$ cat src/rtl/axis_ifmap_pkg.sv
`default_nettype none
// ============================================================================
// Module      : axis_ifmap_pkg
// Description : Shared opcodes, loader state encoding and kernel one-hot decode.
// Revision    : 1.0 - initial release
// ============================================================================
package axis_ifmap_pkg;

    localparam logic [7:0] INST_COMPUTE    = 8'd87;
    localparam logic [7:0] INST_LOADIFMAPS = 8'd88;
    localparam logic [7:0] INST_ABORT      = 8'hFF;

    // Widest kernel one-hot the decoder handles; BANK_NUM must not exceed it.
    localparam int ONEHOT_MAX = 16;

    typedef enum logic [2:0] {
        ST_IDLE  = 3'd0,
        ST_CHECK = 3'd1,
        ST_LOAD  = 3'd2,
        ST_DONE  = 3'd3,
        ST_ERR   = 3'd4
    } state_t;

    typedef struct packed {
        logic       valid;
        logic [3:0] index;
    } onehot_dec_t;

    function automatic onehot_dec_t onehot_to_index(input logic [ONEHOT_MAX-1:0] onehot);
        onehot_dec_t res;
        int unsigned hits;
        res  = '0;
        hits = 0;
        for (int i = 0; i < ONEHOT_MAX; i++) begin
            if (onehot[i]) begin
                res.index = 4'(i);
                hits++;
            end
        end
        res.valid = (hits == 1);
        return res;
    endfunction

endpackage
`default_nettype wire

$ cat src/rtl/ifmap_bank_addr_gen.sv
`default_nettype none
// ============================================================================
// Module      : ifmap_bank_addr_gen
// Description : Round-robin bank counter wrapping at K-1 with per-wrap address
//               increment and a sticky address-overflow flag.
// Revision    : 1.0 - initial release
// ============================================================================
module ifmap_bank_addr_gen #(
    parameter int BANK_NUM           = 5,
    parameter int BRAM_ADDRESS_WIDTH = 12,
    parameter int BW                 = 3
) (
    input  logic                          clk,
    input  logic                          rst_n,
    input  logic                          clear,
    input  logic                          advance,
    input  logic [BW-1:0]                 k_last,
    output logic [BW-1:0]                 bank,
    output logic [BRAM_ADDRESS_WIDTH-1:0] addr,
    output logic                          overflow
);

    logic [BW-1:0]                 r_bank;
    logic [BRAM_ADDRESS_WIDTH-1:0] r_addr;
    logic                          r_ovf;

    always_ff @(posedge clk or negedge rst_n) begin
        if (!rst_n) begin
            r_bank <= '0;
            r_addr <= '0;
            r_ovf  <= 1'b0;
        end else if (clear) begin
            r_bank <= '0;
            r_addr <= '0;
            r_ovf  <= 1'b0;
        end else if (advance) begin
            if (r_bank == k_last) begin
                r_bank <= '0;
                r_addr <= r_addr + 1'b1;
                // Wrapping past the top row means the next word has nowhere to go.
                if (&r_addr) begin
                    r_ovf <= 1'b1;
                end
            end else begin
                r_bank <= r_bank + 1'b1;
            end
        end
    end

    assign bank     = r_bank;
    assign addr     = r_addr;
    assign overflow = r_ovf;

endmodule
`default_nettype wire

$ cat src/rtl/axis_ifmap_loader.sv
`default_nettype none
// ============================================================================
// Module      : axis_ifmap_loader
// Description : AXI-Stream ifmap ingest; scatters row words round-robin over
//               K ifmap BRAM banks and reports busy/done/error status.
// Revision    : 1.0 - initial release
// ============================================================================
module axis_ifmap_loader
    import axis_ifmap_pkg::*;
#(
    parameter int C_S_AXIS_TDATA_WIDTH = 32,
    parameter int BRAM_ADDRESS_WIDTH   = 12,
    parameter int BANK_NUM             = 5,
    parameter int CNT_WIDTH            = 24
) (
    input  logic                            clk,
    input  logic                            rst_n,
    input  logic [C_S_AXIS_TDATA_WIDTH-1:0] s_axis_tdata,
    input  logic                            s_axis_tvalid,
    input  logic                            s_axis_tlast,
    output logic                            s_axis_tready,
    input  logic [7:0]                      ctrl_inst,
    input  logic [11:0]                     ctrl_in_channel,
    input  logic [BANK_NUM-1:0]             ctrl_kernel_onehot,
    input  logic [11:0]                     ctrl_row_count,
    output logic [BANK_NUM-1:0]             bram_we,
    output logic [BRAM_ADDRESS_WIDTH-1:0]   bram_addr,
    output logic [C_S_AXIS_TDATA_WIDTH-1:0] bram_wdata,
    output logic                            load_busy,
    output logic                            load_done,
    output logic                            load_err,
    output logic [CNT_WIDTH-1:0]            words_loaded
);

    localparam int BW    = (BANK_NUM > 1) ? $clog2(BANK_NUM) : 1;
    localparam int CAP_W = CNT_WIDTH + BRAM_ADDRESS_WIDTH + 2;

    state_t                          r_state, w_state_next;
    logic                            r_armed, r_done, r_err;
    logic [BW-1:0]                   r_k_last;
    logic [CNT_WIDTH-1:0]            r_n_last, r_words;
    logic [BANK_NUM-1:0]             r_we;
    logic [BRAM_ADDRESS_WIDTH-1:0]   r_addr;
    logic [C_S_AXIS_TDATA_WIDTH-1:0] r_wdata;

    onehot_dec_t                   w_dec;
    logic [23:0]                   w_prod;
    logic [CNT_WIDTH-1:0]          w_n;
    logic [CAP_W-1:0]              w_cap;
    logic                          w_cfg_ok, w_accept, w_final, w_write, w_enter_check, w_ovf;
    logic [BW-1:0]                 w_bank;
    logic [BRAM_ADDRESS_WIDTH-1:0] w_addr;

    assign w_dec  = onehot_to_index(ONEHOT_MAX'(ctrl_kernel_onehot));
    assign w_prod = {12'd0, ctrl_in_channel} * {12'd0, ctrl_row_count};
    assign w_n    = CNT_WIDTH'(w_prod);
    // ceil(N/K) > 2^AW is equivalent to N > K * 2^AW.
    assign w_cap  = (CAP_W'(w_dec.index) + CAP_W'(1)) << BRAM_ADDRESS_WIDTH;
    assign w_cfg_ok = w_dec.valid && (ctrl_in_channel != '0) && (ctrl_row_count != '0)
                   && (CAP_W'(w_n) <= w_cap);

    assign w_accept      = (r_state == ST_LOAD) && s_axis_tvalid;
    assign w_final       = w_accept && (r_words == r_n_last);
    assign w_write       = w_accept && !w_ovf;
    assign w_enter_check = (r_state == ST_IDLE) && (w_state_next == ST_CHECK);

    always_ff @(posedge clk or negedge rst_n) begin
        if (!rst_n) begin
            r_state <= ST_IDLE;
        end else begin
            r_state <= w_state_next;
        end
    end

    always_comb begin
        w_state_next = r_state;
        case (r_state)
            ST_IDLE:  if (ctrl_inst == INST_LOADIFMAPS && r_armed) w_state_next = ST_CHECK;
            ST_CHECK: w_state_next = w_cfg_ok ? ST_LOAD : ST_ERR;
            ST_LOAD: begin
                if (ctrl_inst == INST_ABORT)  w_state_next = ST_IDLE;
                else if (w_accept && w_ovf)   w_state_next = ST_ERR;
                else if (w_final)             w_state_next = ST_DONE;
                else if (w_accept && s_axis_tlast) w_state_next = ST_ERR;
            end
            ST_DONE, ST_ERR: if (ctrl_inst != INST_LOADIFMAPS) w_state_next = ST_IDLE;
            default:  w_state_next = ST_IDLE;
        endcase
    end

    always_ff @(posedge clk or negedge rst_n) begin
        if (!rst_n) begin
            r_armed  <= 1'b0;
            r_done   <= 1'b0;
            r_err    <= 1'b0;
            r_k_last <= '0;
            r_n_last <= '0;
            r_words  <= '0;
            r_we     <= '0;
            r_addr   <= '0;
            r_wdata  <= '0;
        end else begin
            if (w_enter_check) begin
                r_armed <= 1'b0;
            end else if (ctrl_inst != INST_LOADIFMAPS) begin
                r_armed <= 1'b1;
            end

            if (r_state == ST_CHECK) begin
                r_k_last <= BW'(w_dec.index);
                r_n_last <= w_n - CNT_WIDTH'(1);
            end

            if (w_enter_check) begin
                r_done  <= 1'b0;
                r_err   <= 1'b0;
                r_words <= '0;
            end else begin
                if (w_state_next == ST_DONE && r_state != ST_DONE) r_done <= 1'b1;
                if (w_state_next == ST_ERR && r_state != ST_ERR)   r_err  <= 1'b1;
                if (w_accept && !(&r_words))                       r_words <= r_words + 1'b1;
            end

            r_we <= '0;
            if (w_write) begin
                r_we    <= BANK_NUM'(1) << w_bank;
                r_addr  <= w_addr;
                r_wdata <= s_axis_tdata;
            end
        end
    end

    ifmap_bank_addr_gen #(
        .BANK_NUM           (BANK_NUM),
        .BRAM_ADDRESS_WIDTH (BRAM_ADDRESS_WIDTH),
        .BW                 (BW)
    ) u_addr_gen (
        .clk      (clk),
        .rst_n    (rst_n),
        .clear    (w_enter_check),
        .advance  (w_accept),
        .k_last   (r_k_last),
        .bank     (w_bank),
        .addr     (w_addr),
        .overflow (w_ovf)
    );

    assign s_axis_tready = (r_state == ST_LOAD);
    assign load_busy     = (r_state == ST_LOAD);
    assign load_done     = r_done;
    assign load_err      = r_err;
    assign words_loaded  = r_words;
    assign bram_we       = r_we;
    assign bram_addr     = r_addr;
    assign bram_wdata    = r_wdata;

endmodule
`default_nettype wire
$ cat config.mk
export PLATFORM = sky130hd
export DESIGN_NAME = axis_ifmap_loader
export DESIGN_NICKNAME = d
export VERILOG_FILES = /design/src/rtl/axis_ifmap_pkg.sv /design/src/rtl/ifmap_bank_addr_gen.sv /design/src/rtl/axis_ifmap_loader.sv
export SDC_FILE = /design/constraint.sdc
export NUM_CORES = 1
export LEC_CHECK = 0
export ABC_AREA = 1
export CAP_MARGIN = 20
export CELL_PAD_IN_SITES_DETAIL_PLACEMENT = 1
export CELL_PAD_IN_SITES_GLOBAL_PLACEMENT = 2
export CORE_UTILIZATION = 36
export DETAILED_ROUTE_END_ITERATION = 10
export PLACE_DENSITY = 0.92
export RECOVER_POWER = 50
export SYNTH_ARGS = -nofsm -noshare
export SYNTH_HDL_FRONTEND = slang
export SYNTH_SLANG_ARGS = --single-unit
export TNS_END_PERCENT = 1
$ cat constraint.sdc
create_clock -name clk -period 3.89 [get_ports clk]
set_input_delay 1.167 -clock clk [delete_from_list [all_inputs] [get_ports clk]]
set_output_delay 1.167 -clock clk [all_outputs]
set_load 0.01 [all_outputs]
==> reports/metrics.csv, run 1 <==
stage;metric;value;unit
status;run status;complete, but fails checks;
status;failing checks;capacitance limit, slew limit, setup timing;
final_layout;commonest non-fill, non-tap cell in the layout;nand2_1;
global_route;largest net degree at the start of global routing;52;
clock_network;hold buffers post-CTS;0;
floorplanning;Die Area;33800;sq um
setup_path;Arr. time, crit path;6440;ps
min_path;sink of the worst hold path;bram_addr[10]$_DFFE_PN0P_;
floorplanning;Starting Density;36.6;%
synth;most frequently used flop master after synthesis;dfrtp_1;
clock_network;clock sink count;122;
place;GP Congestion;0.837;
clock_network;Reg clk slew, reported paths;60;ps
timing;worst setup margin;-2240;ps
drt;DRT Pass-1 Iters;5;
drt;WL per Instance;17.4;um
global_route;initial antenna violation count;0;
synth;Yosys Warn Count;0;
drt;drt total wl;41100;um
synth;post-synthesis instance total;1551;
final_layout;commonest cells after routing, fill and taps aside;nand2_1 (367), inv_1 (286), buf_4 (202);
synth;post-synth cell types;53;
place;post-place setup slack;-3150;ps
synth;Post-Syn Nets;1802;
drt;Final ANT Viol Nets;0;
global_route;first-pass GRT wire length;65100;um
timing;period utilization;158;%
clock_network;Inserted Clock Buffers;17;
final_layout;antenna cells;0;
floorplanning;die height;184;um
clock_network;root buf cell;clkbuf_16;
timing;final hold vios;0;
power;Cell Int Power;8.39;mW
power;P_leak;8.60;nW
drt;DR vias/cell;4.92;
min_path;hold path startpoint;bram_addr[10]$_DFFE_PN0P_;
power;Comb pwr share;79.8;%
timing;setup repair after global routing missed its margin;true;
timing;min cycle time layout;6130;ps
floorplanning;core footprint;32500;sq um
setup_path;Crit path required time;4200;ps
global_route;global route overflow;0;
synth;FFs w/ async S/R, synth;100;%
synth;post-synth top area share;25.6;%
timing;worst slew pin tran;1610;ps
synth;Post-Syn Area;11900;sq um
synth;Seq cells post-synth;122;
min_path;Hold Crit Class;reg2reg;
clock_network;htree depth;4;
place;port buffer count;149;
power;P per Cell Area;949;nW/um^2
power;peak supply drop;1.14;mV
power;NetSw;7.42;mW
synth;Post-synth EDFFs;0;
final_layout;Reg area;3050;sq um
final_layout;nets;2153;
synth;syn avg cell area;7.69;sq um
setup_path;worst-path fanout max;6;
final_layout;Fillers;3954;
power;switching share of power;46.9;%
floorplanning;num rows;66;
power;Clk network pwr share;10.7;%
setup_path;CP Launch Type;input pin;
setup_path;reg2reg end;u_addr_gen.addr[5]$_DFFE_PN0P_;
floorplanning;Ports;150;
place;post-DP HPWL;30400;um
min_path;Hold Path Depth;2;
timing;Setup-failing EPs final;23;
drt;DR vias;11607;
synth;dominant cell type by area after synthesis;dfrtp_1;
timing;Max transition margin;-7.28;%
power;Overall Power;15.8;mW
run;max-cap viol count;1;
clock_network;clock buffer depth;2;
drt;Residual DRC;0;
setup_path;minimum setup slack among reg-to-reg paths;1150;ps
drt;Iter 0 DRT Violations;532;
setup_path;reg2reg start;r_state[2]$_DFF_PN0_;
setup_path;cell count of the worst reg-to-reg path;8;
final_layout;Area growth syn-to-layout;39.9;%
synth;Synth area leaders;dfrtp_1 (26%), fa_1 (17%), nand2_1 (13%), inv_1 (9.7%), ha_1 (8.2%);
clock_network;CTS tree;yes;
global_route;GRT Resource Usage Total;24.3;%
timing;post-route clock skew;12.9;ps
setup_path;CP Capture Type;flip-flop;
clock_network;Worst-Skew Late Latency;430;ps
timing;Slew Viols, Final;30;
synth;sequential area share after synthesis;25.6;%
final_layout;multi-input gate area in the final layout;8060;sq um
timing;top achievable clock speed;163;MHz
final_layout;layout cells sized above 1;25.6;%
global_route;vias in the first global route;12836;
power;Sequential Power Share;9.5;%
floorplanning;Die Wd;184;um
setup_path;Crit Path Category;in2reg;
## layer usage
layer  track usage [%]  wire (um)  up-vias
li1                  -          -     5452
met1              28.7      16900     5813
met2              46.2      21900      277
met3              3.15       1530       65
met4              5.53        790        0
met5                 0          0        -
## state kept, by name, indices dropped and copies added (netlist names)
name                 count
load_done                1
bram_addr               12
u_addr_gen.bank          3
load_err                 1
words_loaded            24
bram_wdata              32
r_k_last                 3
r_state                  3
r_n_last                24
r_armed                  1
u_addr_gen.overflow      1
u_addr_gen.addr         12
bram_we                  5
## how the worst max path moves through the flow
stage / start / to / slack (ps) / cells past startpoint
after floorplan: ctrl_in_channel[7] / load_err$_DFFE_PN0P_ / -2060 / 29
after global routing: ctrl_row_count[4] / load_err$_DFFE_PN0P_ / -2460 / 32
after global placement: ctrl_row_count[9] / load_err$_DFFE_PN0P_ / -2930 / 26
after CTS: ctrl_row_count[9] / load_err$_DFFE_PN0P_ / -2140 / 26
final: ctrl_row_count[8] / load_err$_DFFE_PN0P_ / -2240 / 26
after detailed placement: ctrl_in_channel[5] / load_err$_DFFE_PN0P_ / -3150 / 33
## critical path, cell delays in order
cell and delay (ps):
clkbuf_4 150, buf_4 150, nand2_1 80, fa_1 580
fa_2 470, fa_1 580, fa_1 440, fa_1 520
inv_2 50, ha_4 310, nand2_4 80, nor2_4 150
nand3_4 110, nand3_4 130, xor2_4 190, ha_4 230
inv_2 50, nor2_2 40, o211ai_1 280, nand2_1 120
a21oi_2 150, nand3_2 140, nand2_2 90, nand2_2 50
nand2_1 60, o21ai_1 50
## synthesized netlist by cell type, types with 6 or more instances
| master | n |
|---|---|
| nand4_1 | 20 |
| o21ai_1 | 12 |
| clkbuf_1 | 34 |
| inv_1 | 307 |
| xor2_1 | 22 |
| a21oi_1 | 45 |
| dfrtp_1 | 122 |
| inv_2 | 8 |
| nand2_1 | 409 |
| nor3_1 | 21 |
| a31oi_1 | 8 |
| nand2_2 | 14 |
| fa_1 | 100 |
| o21ai_0 | 43 |
| ha_1 | 78 |
| mux2_2 | 34 |
| nand3_2 | 6 |
| nand3_1 | 67 |
| xnor2_1 | 17 |
| nor4_1 | 7 |
| or2_2 | 7 |
| nor2_2 | 11 |
| nor2_1 | 103 |
| nand3b_1 | 7 |
## repair_timing
action | in CTS | in global routing
pin swaps | 60 | 64
buffers inserted | 30 | 14
endpoints found under the setup margin | 23 | 23
resized for setup | 140 | 72
## per-stage QoR
stage	TNS, ps	area, sq um	util, %	cells	hold slack, ps
6_report	-38460	16700	51.2	2357	496
5_1_grt	-43310	16700	51.2	2357	512
2_1_floorplan	-31970	12400	-	1551	454
4_1_cts	-37640	16500	50.7	2344	499
3_5_place_dp	-57160	15400	47.4	2282	481
3_3_place_gp	-53900	15400	47.4	2282	469
## kinds of logic (layout without fill, tap and decap cells)
group,count (synthesis),in the layout,share of synthesized area (%)
multiplexers,34,34,3.21
AO/OA/AOI/OAI,122,122,5.55
AND/OR/NAND/NOR,694,694,25.8
adder cells (fa/ha/maj),178,178,25.0
flip-flops,122,122,25.6
XOR/XNOR,41,41,3.23
other,1,1,0.0315
buffers and inverters,359,723,11.6
## final cells by class
class / count / area share [%]
tap: 442 / 3.32
sequential: 122 / 18.3
multi-input combinational: 1070 / 48.3
timing repair buffer: 376 / 19.2
clock inverter: 14 / 1.11
inverter: 315 / 7.09
clock buffer: 18 / 2.63
## power by group through the flow
stage	combinational [mW]	clock, mW	sequential (mW)
floorplan	6.00	0	1.50
global placement	9.86	0	1.52
detailed placement	10.2	0	1.53
CTS	11.4	1.70	1.51
global route	13.7	1.76	1.52
finish	12.6	1.69	1.51
Power figures use the tool's default switching activity.
==> run 2: changes to the inputs <==
Settings changed: CTS_CLUSTER_SIZE from default to 30.
Clock period 3.89 ns to 7.2 ns, I/O delays scaled along.
==> run 2 against run 1 <==
The run ends with capacitance limit, slew limit left. Global-route usage fell by 2.3 points. Count of clock-buffer cells in the layout fell by 1. Total power fell by 50%. Sequential cell count did not move. Routed wire length fell by 11%. Critical path depth rose by 4. Sequential share of layout area rose by 0.79 points. Non-clock buffer count fell by 65. Final cell count fell by 2.8%. First-iteration DRC count fell by 25%. Largest cell class unchanged.
==> reports/metrics.csv, run 2 (synthesis results as in run 1) <==
stage;metric;value;unit
status;run status;complete, but fails checks;
status;failing checks;capacitance limit, slew limit;
final_layout;layout cells sized above 1;20.5;%
min_path;Hold Crit Class;reg2reg;
final_layout;multi-input gate area in the final layout;7860;sq um
timing;Max transition margin;-98.0;%
global_route;met3 usage;2.87;%
global_route;GRT Resource Usage Total;22.0;%
floorplanning;core footprint;32500;sq um
final_layout;Fillers;4002;
setup_path;CP Launch Type;input pin;
timing;TNS Setup;0;ps
timing;worst slew pin tran;2970;ps
global_route;global route overflow;0;
setup_path;Arr. time, crit path;7370;ps
timing;top achievable clock speed;141;MHz
power;P_leak;8.30;nW
place;post-DP HPWL;28900;um
clock_network;CTS tree;yes;
final_layout;Reg area;3050;sq um
final_layout;Final Cell Area;16000;sq um
min_path;Hold Path Depth;1;
place;GP Congestion;0.874;
drt;DR vias;11141;
global_route;GR Util met2;41.5;%
clock_network;Reg clk slew, reported paths;60;ps
global_route;initial antenna violation count;0;
min_path;hold path startpoint;u_addr_gen.addr[3]$_DFFE_PN0P_;
place;port buffer count;149;
global_route;met1 Usage GRT;26.5;%
global_route;vias in the first global route;12330;
timing;Setup-failing EPs final;0;
clock_network;hold buffers post-CTS;0;
timing;period utilization;98.5;%
clock_network;htree depth;4;
setup_path;CP Capture Type;flip-flop;
floorplanning;Ports;150;
setup_path;Top delay family on crit path;adder cells;
power;peak supply drop;0.414;mV
setup_path;worst-path fanout max;4;
clock_network;clock sink count;122;
global_route;first-pass GRT wire length;59800;um
setup_path;CP Depth;30;
power;NetSw;3.67;mW
drt;Iter 0 DRT Violations;398;
setup_path;Largest stage delay, worst path;560;ps
final_layout;final core occ;49.1;%
power;Clk network pwr share;11.8;%
clock_network;clock buffer depth;2;
setup_path;minimum setup slack among reg-to-reg paths;4660;ps
drt;Residual DRC;0;
final_layout;Area growth syn-to-layout;34.1;%
final_layout;antenna cells;0;
timing;post-route clock skew;11.4;ps
place;post-place setup slack;-1000;ps
timing;final hold vios;0;
power;Sequential Power Share;10.3;%
floorplanning;Die Area;33800;sq um
floorplanning;die height;184;um
drt;drt total wl;36600;um
drt;WL per Instance;16.0;um
place;dpl cell area;14900;sq um
drt;Final ANT Viol Nets;0;
floorplanning;Starting Density;36.6;%
clock_network;Inserted Clock Buffers;17;
final_layout;commonest cells after routing, fill and taps aside;nand2_1 (389), inv_1 (295), buf_4 (154);
timing;Slew Viols, Final;58;
drt;DRT Pass-1 Iters;4;
drt;DR vias/cell;4.86;
final_layout;final non-filler cell total;2292;
global_route;largest net degree at the start of global routing;67;
final_layout;Largest register FFs;32;
power;Cell Int Power;4.21;mW
floorplanning;num rows;66;
timing;min cycle time layout;7090;ps
clock_network;root buf cell;clkbuf_16;
timing;worst setup margin;106;ps
run;max-cap viol count;1;
setup_path;reg2reg start;words_loaded[0]$_DFFE_PN0P_;
setup_path;Worst Setup SP;ctrl_row_count[5];
final_layout;nets;2088;
power;switching share of power;46.6;%
clock_network;Worst-Skew Late Latency;420;ps
setup_path;cell count of the worst reg-to-reg path;13;
power;Comb pwr share;77.9;%
setup_path;CP max stage cell;fa_2;
floorplanning;Die Wd;184;um
global_route;GR peak layer;met2;
setup_path;Crit path required time;7480;ps
setup_path;Crit Path Category;in2reg;
setup_path;crit path buf inv count;8;
final_layout;commonest non-fill, non-tap cell in the layout;nand2_1;
place;Cells after DPL;2241;
power;P per Cell Area;493;nW/um^2
## run 2: changes by cell type in the layout (fill, tap and decap cells not counted), sizes merged, moves of 2 or more
cell           before  now
buf               239  172
clkdlybuf4s50     125  123
dlygate4sd2         2    0
dlymetal6s2s        0    4
## run 2: power by group through the flow
stage | combinational [mW] | clock [mW] | sequential [mW]
2_1_floorplan | 2.92 | 0 | 0.811
5_1_grt | 6.73 | 0.971 | 0.820
6_report | 6.14 | 0.926 | 0.812
3_5_place_dp | 5.15 | 0 | 0.825
4_1_cts | 5.61 | 0.939 | 0.813
3_3_place_gp | 5.00 | 0 | 0.824
## run 2: area by class of cell
class	instances	share of cell area (%)
well taps	442	3.46
clock inverters	15	1.35
clock buffers	17	2.66
multi-input cells	1070	49.2
repair buffers	311	16.9
inverters	315	7.40
flip-flops and latches	122	19.1
## run 2: per-layer routing
| metal | part of all wire, % | vias up |
|---|---|---|
| met5 | 0 | - |
| met4 | 1.6 | 0 |
| met3 | 3.6 | 47 |
| li1 | - | 5335 |
| met1 | 43 | 5555 |
| met2 | 52 | 204 |
## run 2: stage by stage
step	total power, mW	hold slack (ps)
final	7.88	488
after global routing	8.52	501
after CTS	7.36	489
after detailed placement	5.97	482
after global placement	5.83	464
after floorplan	3.74	454
## run 2: timing repair
action | in CTS | in global routing
pin swaps | 22 | 54
setup buffers | 13 | 5
resized for setup | 74 | 92
gates cloned | 0 | 1
endpoints found under the setup margin | 14 | 15
## run 2: final timing paths
path                                             endpoint
setup / recovery                     load_err$_DFFE_PN0P_
hold / removal             u_addr_gen.addr[3]$_DFFE_PN0P_
setup reg to reg             words_loaded[21]$_DFFE_PN0P_
hold reg to reg            u_addr_gen.addr[3]$_DFFE_PN0P_
max in group asynchronous        r_n_last[15]$_DFFE_PN0N_
min in group asynchronous            bram_we[2]$_DFF_PN0_
==> run 3: changes to the inputs <==
Settings changed: CTS_CLUSTER_SIZE 30 to default.
==> results of run 3 <==
Final layout, timing and power as in run 2 (identical DEF).
